File: config.mk
export PLATFORM = sky130hd
export DESIGN_NAME = range_sweep
export DESIGN_NICKNAME = d
export VERILOG_FILES = /design/src/rtl/range_sweep.sv
export SDC_FILE = /design/constraint.sdc
export NUM_CORES = 1
export LEC_CHECK = 0
export ABC_CLOCK_PERIOD_IN_PS = 1900
export CAP_MARGIN = 20
export CELL_PAD_IN_SITES_DETAIL_PLACEMENT = 0
export CELL_PAD_IN_SITES_GLOBAL_PLACEMENT = 1
export CORE_AREA = 2 2 39 41
export CTS_CLUSTER_DIAMETER = 150
export DETAILED_ROUTE_END_ITERATION = 12
export DIE_AREA = 0 0 41 43
export DONT_BUFFER_PORTS = 1
export GPL_TIMING_DRIVEN = 0
export HOLD_SLACK_MARGIN = 0.1
export PLACE_DENSITY_LB_ADDON = 0.08
export SYNTH_ARGS = -nofsm -noshare
export SYNTH_HDL_FRONTEND = slang
export SYNTH_SLANG_ARGS = --single-unit
File: constraint.sdc
create_clock -name clk -period 1.9 [get_ports clk]
set_input_delay 0.19 -clock clk [delete_from_list [all_inputs] [get_ports clk]]
set_output_delay 0.19 -clock clk [all_outputs]
set_load 0.02 [all_outputs]
File: src/rtl/range_sweep.sv
// Range sweeper: turns a range code into four ascending data beats.
// Optional saturating error counter port under RANGE_SWEEP_ERRCNT_EN.
module range_sweep #(
  parameter int ERR_CNT_W = 8
) (
  input  logic                 clk,
  input  logic                 rst_n,
  input  logic [2:0]           code_in,
  input  logic                 code_valid,
  output logic                 code_ready,
  output logic [3:0]           data_out,
  output logic                 data_valid,
  input  logic                 data_ready,
  output logic                 data_last,
  output logic                 err
`ifdef RANGE_SWEEP_ERRCNT_EN
  ,
  output logic [ERR_CNT_W-1:0] err_cnt
`endif
);

  typedef enum logic {
    IDLE,
    SWEEP
  } state_e;

  state_e     state_q;
  logic [3:0] base_q;
  logic [1:0] idx_q;
  logic [3:0] data_q;
  logic       valid_q;
  logic       last_q;
  logic       err_q;

  logic       code_ok;
  logic [1:0] code_m1;
  logic [3:0] base_new;
  logic [1:0] idx_nxt;

  // Codes 1..4 map onto base 0,4,8,12; code 4 wraps 2'b00-1 to 2'b11.
  assign code_ok  = (code_in != 3'd0) && (code_in < 3'd5);
  assign code_m1  = code_in[1:0] - 2'd1;
  assign base_new = {code_m1, 2'b00};
  assign idx_nxt  = idx_q + 2'd1;

`ifdef RANGE_SWEEP_ERRCNT_EN
  logic [ERR_CNT_W-1:0] err_cnt_q;
  assign err_cnt = err_cnt_q;
`endif

  always_ff @(posedge clk or negedge rst_n) begin
    if (!rst_n) begin
      state_q   <= IDLE;
      base_q    <= 4'd0;
      idx_q     <= 2'd0;
      data_q    <= 4'd0;
      valid_q   <= 1'b0;
      last_q    <= 1'b0;
      err_q     <= 1'b0;
`ifdef RANGE_SWEEP_ERRCNT_EN
      err_cnt_q <= '0;
`endif
    end else begin
      err_q <= 1'b0;
      unique case (1'b1)
        (state_q == IDLE): begin
          if (code_valid) begin
            if (code_ok) begin
              state_q <= SWEEP;
              base_q  <= base_new;
              idx_q   <= 2'd0;
              data_q  <= base_new;
              valid_q <= 1'b1;
              last_q  <= 1'b0;
            end else begin
              err_q <= 1'b1;
`ifdef RANGE_SWEEP_ERRCNT_EN
              if (err_cnt_q != {ERR_CNT_W{1'b1}})
                err_cnt_q <= err_cnt_q + 1'b1;
`endif
            end
          end
        end
        (state_q == SWEEP): begin
          if (data_ready) begin
            if (idx_q == 2'd3) begin
              state_q <= IDLE;
              valid_q <= 1'b0;
              last_q  <= 1'b0;
            end else begin
              idx_q   <= idx_nxt;
              data_q  <= base_q + {2'b00, idx_nxt};
              last_q  <= (idx_nxt == 2'd3);
            end
          end
        end
        default: state_q <= IDLE;
      endcase
    end
  end

  assign code_ready = (state_q == IDLE);
  assign data_out   = data_q;
  assign data_valid = valid_q;
  assign data_last  = last_q;
  assign err        = err_q;

endmodule

==> impl_metrics.csv <==
group,metric,value,unit
outcome,status,"complete, no violations",
global_route,grt_max_degree,11,
pwr,p_leak,0.3144,nW
cells_and_area,syn_to_final_growth,12.59,%
hold_path,hold_path_startpoint,"data_ready",
floorplanning,io-pin-count,15,
run,maxCapViolations,0,
cts,clockBufferDepth,2,
drt,drtIter0Drc,4,
drt,wire_per_inst,14.12,µm
placement,place.gp.congestion,0.6286,
cts,clock-sinks,10,
cells_and_area,final_util,0.4286,
worst_setup_path,r2r_end,"data_out[3]",
worst_setup_path,reg2reg_depth,4,
hold_path,hold_depth,3,
cts,insertion_delay,260,ps
sta,worst_pin_slew,461.3,ps
logic_synthesis,synth.distinct_cells,19,
sta,period_minus_slack,1580,ps
pwr,powerDensity,1695,nW/µm²
drt,dr_total_vias,352,
floorplanning,rows,14,
logic_synthesis,synth_cells,47,
worst_setup_path,ff2ff_setup_slack,320,ps
worst_setup_path,critPathMaxStageDelay,510,ps
sta,finalMaxSlewViolations,0,
logic_synthesis,synth_area_per_cell,11.21,µm²
worst_setup_path,end_kind,"flip-flop",
worst_setup_path,arrival,1730,ps
cells_and_area,num-fill-cells,135,
floorplanning,fp.dieH,43,µm
sta,fin_skew,0.7273,ps
global_route,grt_remaining_overflow,0,
global_route,grtUsageTotal,0.1381,
worst_setup_path,crit_required,2050,ps
global_route,antenna_found_initial,0,
worst_setup_path,slowest_stage,"or4b_4",
drt,dr.pass1.iters,4,
drt,drc,0,
placement,place_area,546.8,µm²
sta,max_freq,632.8,MHz
placement,dp_hpwl,765.8,µm
cts,cts_buffers,3,
logic_synthesis,ys_warn_count,0,
worst_setup_path,critical_path.startpoint_type,"flip-flop",
cts,cts_tree,"built",
sta,finalHoldViolations,0,
worst_setup_path,critPathMaxFanout,10,
cells_and_area,nets,63,
global_route,grt_pass1_vias,344,
logic_synthesis,ys_seq_area_frac,0.4751,
sta,rsz0062_at_grt,"false",
floorplanning,start_util,0.3807,
cts,cts.clk_slew.worst_paths,70,ps
drt,wirelength,960,µm
hold_path,whs_endpoint,"state_q",
floorplanning,die_w,41,µm
drt,vias_per_cell,5.176,
drt,postRouteAntennaNets,0,
worst_setup_path,crit_type,"reg2reg",
placement,port_buffers,0,
cts,cts_max_level,1,
pwr,peakVddDrop,502.5,µV
sta,final-setup-viol-count,0,
worst_setup_path,cpLargestDelayFamily,"simple AND/OR/NAND/NOR gates",
worst_setup_path,r2r-start,"state_q",
logic_synthesis,synth_fp_nets,57,
hold_path,min_path_type,"in2reg",
floorplanning,die-area,1763,µm²
logic_synthesis,netlist_area,526.8,µm²
floorplanning,core,1384,µm²
sta,setup_tns,0,ps
cells_and_area,layout-drive-gt1-share,0.2500,
cts,root_buffer,"clkbuf_4",
worst_setup_path,crit_buf_inv,1,
sta,maxSlewHeadroom,0.6915,
cells_and_area,design_area,593.1,µm²
worst_setup_path,critical_path.cell_chain,"buf_6 > or4b_4 > o221a_4 > mux2_4",
cells_and_area,antenna_cells,0,
sta,period_share,0.8318,
global_route,grt_pass1_wl,1559,µm
logic_synthesis,synth-seq-cells,10,
## metrics by stage
stage | hold WS (ps) | total power [W] | std cells | setup slack [ps]
after floorplan | -105.6 | 0.0007444 | 47 | 360.7
after global placement | -105.4 | 0.0007945 | 63 | 330.5
after detailed placement | -105.4 | 0.0008177 | 63 | 323.4
after CTS | 108.3 | 0.001021 | 68 | 312.3
after global routing | 135.3 | 0.001081 | 68 | 289.0
final | 118.1 | 0.001005 | 68 | 319.6
## cell usage in the layout, fill, tap and decap left out
master         count
o221a_4            1
or4b_4             1
nand2_1            8
mux2_4             3
nor2_1             2
a21o_1             2
a31o_2             1
o21ai_0            3
buf_6              1
clkbuf_8           1
mux2_2             1
nand2b_1           1
and3_1             1
clkbuf_4           3
mux2i_1            1
nor3_1             1
inv_1              5
dfrtp_1           10
ha_1               3
or3b_1             1
dlygate4sd3_1      1
or2_2              1
## final cells by class
class	instances	area, µm²	share of cell area
plain buffers	1	11.26	0.01899
clock buffers	4	36.28	0.06118
inverters	5	18.77	0.03165
multi-input cells	31	246.5	0.4156
flip-flops and latches	10	250.2	0.4219
well taps	16	20.02	0.03376
repair buffers	1	10.01	0.01688
## worst max-delay path by stage
stage,slack [ps],start,cells past startpoint,end
2_1_floorplan,360,state_q,4,data_out[1]
3_3_place_gp,330,state_q,4,data_out[3]
3_5_place_dp,320,state_q,4,data_out[1]
4_1_cts,310,state_q,4,data_out[1]
5_1_grt,290,state_q,4,data_out[1]
6_report,320,state_q,4,data_out[3]
## power breakdown
part	internal (W)	leakage, nW	total [W]	switching [W]
Sequential	0.000309	0.120	0.000460	0.000151
Clock	0.000116	0.0210	0.000191	0.0000750
Combinational	0.000191	0.173	0.000355	0.000164
## cells by family (layout without fill, tap and decap cells)
kind of cell | count (synthesis) | in the layout | share of synthesized area
simple gates | 16 | 16 | 0.1592
flops | 10 | 10 | 0.4751
compound gates | 7 | 7 | 0.1116
buf+inv | 6 | 11 | 0.05701
mux | 5 | 5 | 0.1259
fa+ha+maj | 3 | 3 | 0.07127
## worst reg2reg max path, delay by kind of cell (launching register included)
family                 cells  cell delay, ps
AO/OA/AOI/OAI              1             150
buffers and inverters      1             130
flip-flops                 1             370
multiplexers               1             300
AND/OR/NAND/NOR            1             510
## cells in the mapped netlist
cell      instances  area, µm²
dfrtp_1          10      250.2
nand2_1           8      30.03
inv_1             5      18.77
ha_1              3      37.54
mux2_4            3      45.04
o21ai_0           3      15.01
a21o_1            2      15.01
nor2_1            2      7.510
a31o_2            1      8.760
and3_1            1      6.260
buf_6             1      11.26
mux2_2            1      11.26
mux2i_1           1      10.01
nand2b_1          1      6.260
nor3_1            1      5.000
o221a_4           1      20.02
or2_2             1      6.260
or3b_1            1      8.760
or4b_4            1      13.76
## flip-flops by register name, summed over array words and instances (netlist names)
name        flops
state_q         1
data_last       1
data_out        3
idx_q           1
data_valid      1
base_q          2
err             1
## timing repair
action,4_1_cts,5_1_grt
resized for setup,0,0
hold endpoints to repair,10,0
hold buffers,1,0
buffers inserted,0,0
## routing by layer
layer / vias up / share of wire / track usage
met3: 2 / 0.078 / 0.03665
met1: 171 / 0.43 / 0.1967
li1: 169 / - / -
met4: 0 / 0.0094 / 0.1000
met5: - / 0 / 0
met2: 10 / 0.48 / 0.1719
No activity file was read; power rests on OpenSTA's default activity.
